<file path="src/rtl/fetch_stage.sv">
// fetch_stage: instruction fetch FSM with IF/ID register, skid buffer and branch redirect.
// Ports: clk/reset (sync, active-high); stall from decode; branchTaken/branchPc/branchImmediate redirect;
//   imemReq/imemAddr/imemReady/imemData instruction memory handshake;
//   instructionOut/pcOut/validOut IF/ID entry; misalignErr sticky misaligned-target flag.
// Optional macro FETCH_PERF_EN adds fetchCount/stallCycles performance counters.
module fetch_stage #(
  parameter logic [31:0] RESET_PC = 32'h00000000,
  parameter int unsigned PC_STEP = 4
) (
  input  logic        clk,
  input  logic        reset,
  input  logic        stall,
  input  logic        branchTaken,
  input  logic [31:0] branchPc,
  input  logic [31:0] branchImmediate,
  output logic        imemReq,
  output logic [31:0] imemAddr,
  input  logic        imemReady,
  input  logic [31:0] imemData,
  output logic [31:0] instructionOut,
  output logic [31:0] pcOut,
  output logic        validOut,
  output logic        misalignErr
`ifdef FETCH_PERF_EN
  ,
  output logic [31:0] fetchCount,
  output logic [31:0] stallCycles
`endif
);
  typedef enum logic [1:0] {FETCH, WAIT, HOLD, DRAIN} state_t;
  state_t state;
  logic [31:0] pc, skid_instr, skid_pc, target, aligned, next_pc;
  logic hs, outstanding;
  always_comb begin
    target = branchPc + branchImmediate;
    aligned = {target[31:2], 2'b00};
    next_pc = pc + 32'(PC_STEP);
    hs = imemReq & imemReady;
    outstanding = imemReq & ~imemReady;
  end
  always_ff @(posedge clk) begin
    if (reset) begin
      state <= FETCH;
      pc <= RESET_PC;
      imemReq <= 1'b0;
      imemAddr <= RESET_PC;
      instructionOut <= 32'h00000013;
      pcOut <= 32'h0;
      validOut <= 1'b0;
      misalignErr <= 1'b0;
      skid_instr <= 32'h0;
      skid_pc <= 32'h0;
    end else if (branchTaken) begin
      // An outstanding request must still complete; its word is dropped in DRAIN.
      pc <= aligned;
      validOut <= 1'b0;
      misalignErr <= misalignErr | (|target[1:0]);
      imemReq <= 1'b1;
      state <= outstanding ? DRAIN : FETCH;
      if (!outstanding) imemAddr <= aligned;
    end else begin
      case (state)
        FETCH, WAIT: begin
          if (hs) begin
            pc <= next_pc;
            if (stall) begin
              skid_instr <= imemData;
              skid_pc <= pc;
              imemReq <= 1'b0;
              state <= HOLD;
            end else begin
              instructionOut <= imemData;
              pcOut <= pc;
              validOut <= 1'b1;
              imemAddr <= next_pc;
              state <= FETCH;
            end
          end else begin
            // Request is raised one cycle after reset; only a raised request can be waiting.
            if (!stall) validOut <= 1'b0;
            if (imemReq) state <= WAIT;
            imemReq <= 1'b1;
          end
        end
        HOLD: begin
          if (!stall) begin
            instructionOut <= skid_instr;
            pcOut <= skid_pc;
            validOut <= 1'b1;
            imemReq <= 1'b1;
            imemAddr <= pc;
            state <= FETCH;
          end
        end
        DRAIN: begin
          if (imemReady) begin
            imemAddr <= pc;
            state <= FETCH;
          end
        end
      endcase
    end
  end
`ifdef FETCH_PERF_EN
  logic load, waiting;
  always_comb begin
    load = ~branchTaken & ~stall & (state == HOLD ? 1'b1 : hs);
    waiting = ~branchTaken & outstanding & (state != DRAIN);
  end
  always_ff @(posedge clk) begin
    if (reset) begin
      fetchCount <= 32'h0;
      stallCycles <= 32'h0;
    end else begin
      fetchCount <= fetchCount + 32'(load);
      stallCycles <= stallCycles + 32'(waiting);
    end
  end
`endif
endmodule

</file>
<file path="config.mk">
export PLATFORM = sky130hd
export DESIGN_NAME = fetch_stage
export DESIGN_NICKNAME = d
export VERILOG_FILES = /design/src/rtl/fetch_stage.sv
export SDC_FILE = /design/constraint.sdc
export NUM_CORES = 1
export LEC_CHECK = 0
export CAP_MARGIN = 40
export CORE_AREA = 2 2 142 144
export CTS_BUF_LIST = sky130_fd_sc_hd__clkbuf_16
export CTS_CLUSTER_SIZE = 25
export DETAILED_ROUTE_END_ITERATION = 10
export DIE_AREA = 0 0 144 146
export HOLD_SLACK_MARGIN = 0.15
export PLACE_DENSITY = 0.88
export SYNTH_ARGS = -nofsm -noshare
export SYNTH_HDL_FRONTEND = slang
export SYNTH_SLANG_ARGS = --single-unit
</file>
<file path="constraint.sdc">
create_clock -name clk -period 4 [get_ports clk]
set_clock_uncertainty 0.15 [all_clocks]
set_input_delay 0.6 -clock clk [delete_from_list [all_inputs] [get_ports clk]]
set_output_delay 0.6 -clock clk [all_outputs]
set_load 0.03 [all_outputs]
</file>
==> reports/results.ini <==
[outcome]
status=complete, no violations

[die]
ios=200
die_area_um2=21020
core-area_um2=19330
rows=51
fp.dieH_um=146
die_w_um=144
start_util_pct=52.86

[yosys]
synthArstFlopShare_pct=0
ys_top_cells_by_area=dfxtp_1 37%, nand2_1 7.5%, mux2i_1 6.4%
synthesis.area_um2=10220
ys_types=66
synthTopCellsByCount=205 x nand2_1, 189 x dfxtp_1, 149 x nor2_1
synth_edf_count=0
synth_warnings=0
yosysSeqAreaShare_pct=37.02
ys_ff_latch=189
yosys.area.top_type=dfxtp_1
synth.most_common_cell=nand2_1
syn_area_per_cell_um2=7.990
syn_inst=1279
post-synth-top-area-fraction_pct=37.02
dominantRegCellSynth=dfxtp_1

[timing]
hold_viol_final=0
fmaxAchievable_mhz=285.5
relSlewSlack_pct=41.26
layout_min_cycle_time_ns=3.503
final.setup.tns_ns=0
rsz0062_at_grt=no
tightest_slew_ns=0.8811
drv_slew=0
timing.hold.ws_ns=0.2977
setup_viol=0
fin_ws_ns=0.4970
period_share_pct=87.57

[placement]
place_inst=1651
portBuffers=195
hpwl_mm=18.65
finalWeightedCongestion=0.9321
placed_cell_area_um2=12280
post-place-ws_ns=0.07486

[final_layout]
antennaDiodeCount=0
areaGrowthSynthToFinish_pct=25.83
fin_nets=1539
finalNonFillerCells=1681
drive_gt1_share_pct=5.155
final_util_pct=66.51
fin_area_um2=12860

[pwr]
powerDensity_nw_per_um2=382.5
p_total_mw=4.919
seq_power_share_pct=42.8
intPower_mw=3.460
ir_worst_vdd_mv=0.2785
swShare_pct=29.66
clock_power_share_pct=34.2
p_sw_mw=1.459
combPwrFrac_pct=23.0
p_leak_nw=5.019

[routing]
wl_mm=26.54
wl_per_cell_um=15.79
drt_iter0_drc=761
drc=0
ant_nets=0
vias_per_cell=5.679
drtPass1Iterations=5
vias=9546

[min_path]
min_path_type=reg2reg

[clock_tree]
clkTransAtPathRegs_ns=0.07
cts_tree=built
cts_buffer_depth=2
cts_resized=0
clkSinkCount=189
clock_insertion_delay_worst_skew_ns=0.42
cts_setup_buffers=0
htree_num_levels=4
hold_buffers=0
cts_made_buffers=17
cts_root_buffer=clkbuf_16

[critical_path]
crit_chain=clkdlybuf4s50_1, ha_1, fa_1, a211oi_2, o211ai_1, a21oi_2, nor3_2, nor4_2, buf_4, nor3b_2, o211ai_1, nor2_1, a211oi_1
arrival_ns=3.69
crit_family=compound AO/OA/AOI/OAI gates
max_stage_delay_ns=0.45
start_kind=input pin
worst-setup-path-type=in2reg
worstPathRequired_ns=4.18
crit_top_cell=o211ai_1
cp_max_fo=4
end_kind=flop
worst-path-buf-inv=2
worst_path_max_delay_cell=fa_1

[flow_run]
drv_cap=0

[global_routing]
grt_pass1_vias=8921
grt_usage_pct=24.72
grt_pass1_wl_mm=42.89
gr-total-overflow=0
antenna_found_initial=0
grt_start_max_net_pins=158

[worst reg2reg max path, stage by stage (launching register included)]
cell	delay, ns
dfxtp_1	0.57
and4_1	0.37
nand3_1	0.21
nor3_1	0.30
and3_1	0.34
and3b_1	0.22
nand2_1	0.08
xnor2_1	0.15
nor2_1	0.05
o32ai_1	0.29
[logic make-up after synthesis]
| family | after synthesis | synth area share (%) |
|---|---|---|
| AOI/OAI and AO/OA | 331 | 21.38 |
| xor gates and xnor gates | 73 | 6.256 |
| adders and majority gates | 33 | 4.114 |
| buffers and inverters | 120 | 4.824 |
| DFF | 189 | 37.02 |
| muxes | 66 | 6.476 |
| other | 1 | 0.03669 |
| and+or+nand+nor | 466 | 19.89 |
[power by group through the flow]
stage               Combinational, mW  Clock, mW  Sequential, mW
finish                           1.13       1.68            2.11
global route                     1.22       1.79            2.12
CTS                              1.13       1.71            2.10
detailed placement               1.12          0            2.14
global placement                 1.09          0            2.14
floorplan                       0.643          0            2.21
[metal layers]
metal  wire (um)  global-route usage [%]  part of all wire [%]  vias up
li1            -                       -                     -     4728
met1       11620                   33.34                    44     4340
met2       12070                   39.60                    45      430
met3        2278                   5.035                   8.6       48
met4         562                   7.941                   2.1        0
met5           0                       0                     0        -
[placed cells by master (no fill, tap or decap), types with 8 or more instances in the layout]
cell type and count:
nand4_1 12, o211ai_1 22, nor2_1 149, ha_1 32, inv_1 13, nand2_1 205, xnor2_1 47, a21o_1 10
mux2i_1 65, o21ai_0 40, nand3_1 27, dfxtp_1 189, o211a_1 15, buf_4 13, nor3_1 13, xor2_1 26
a211oi_1 71, clkdlybuf4s50_1 193, clkbuf_16 17, and2_1 11, and3_1 8, a21oi_1 116
[path summary, 6_finish.rpt]
| check | from | slack [ns] | end | cells after the start |
|---|---|---|---|---|
| setup / recovery | branchPc[0] | 0.50 | imemAddr[28] | 13 |
| hold reg to reg | misalignErr | 0.30 | misalignErr | 2 |
| hold / removal | misalignErr | 0.30 | misalignErr | 2 |
| setup reg to reg | pc[6] | 1.16 | imemAddr[29] | 9 |
[registers in the layout, indices dropped and copies added (netlist names)]
signal and cells:
pc 30, instructionOut 32, pcOut 30, misalignErr 1
validOut 1, skid_pc 30, imemReq 1, imemAddr 30
state 2, skid_instr 32
[area by class of cell]
cell class,count,area (um2)
clock buffer,17,425.4
clock inverter,13,151.4
fill,1584,6475
inverter,12,45.04
multi-input combinational,973,5981
sequential,189,3784
tap,265,331.6
timing repair buffer,212,2142
Note: power is estimated with default switching activity, not from simulation.
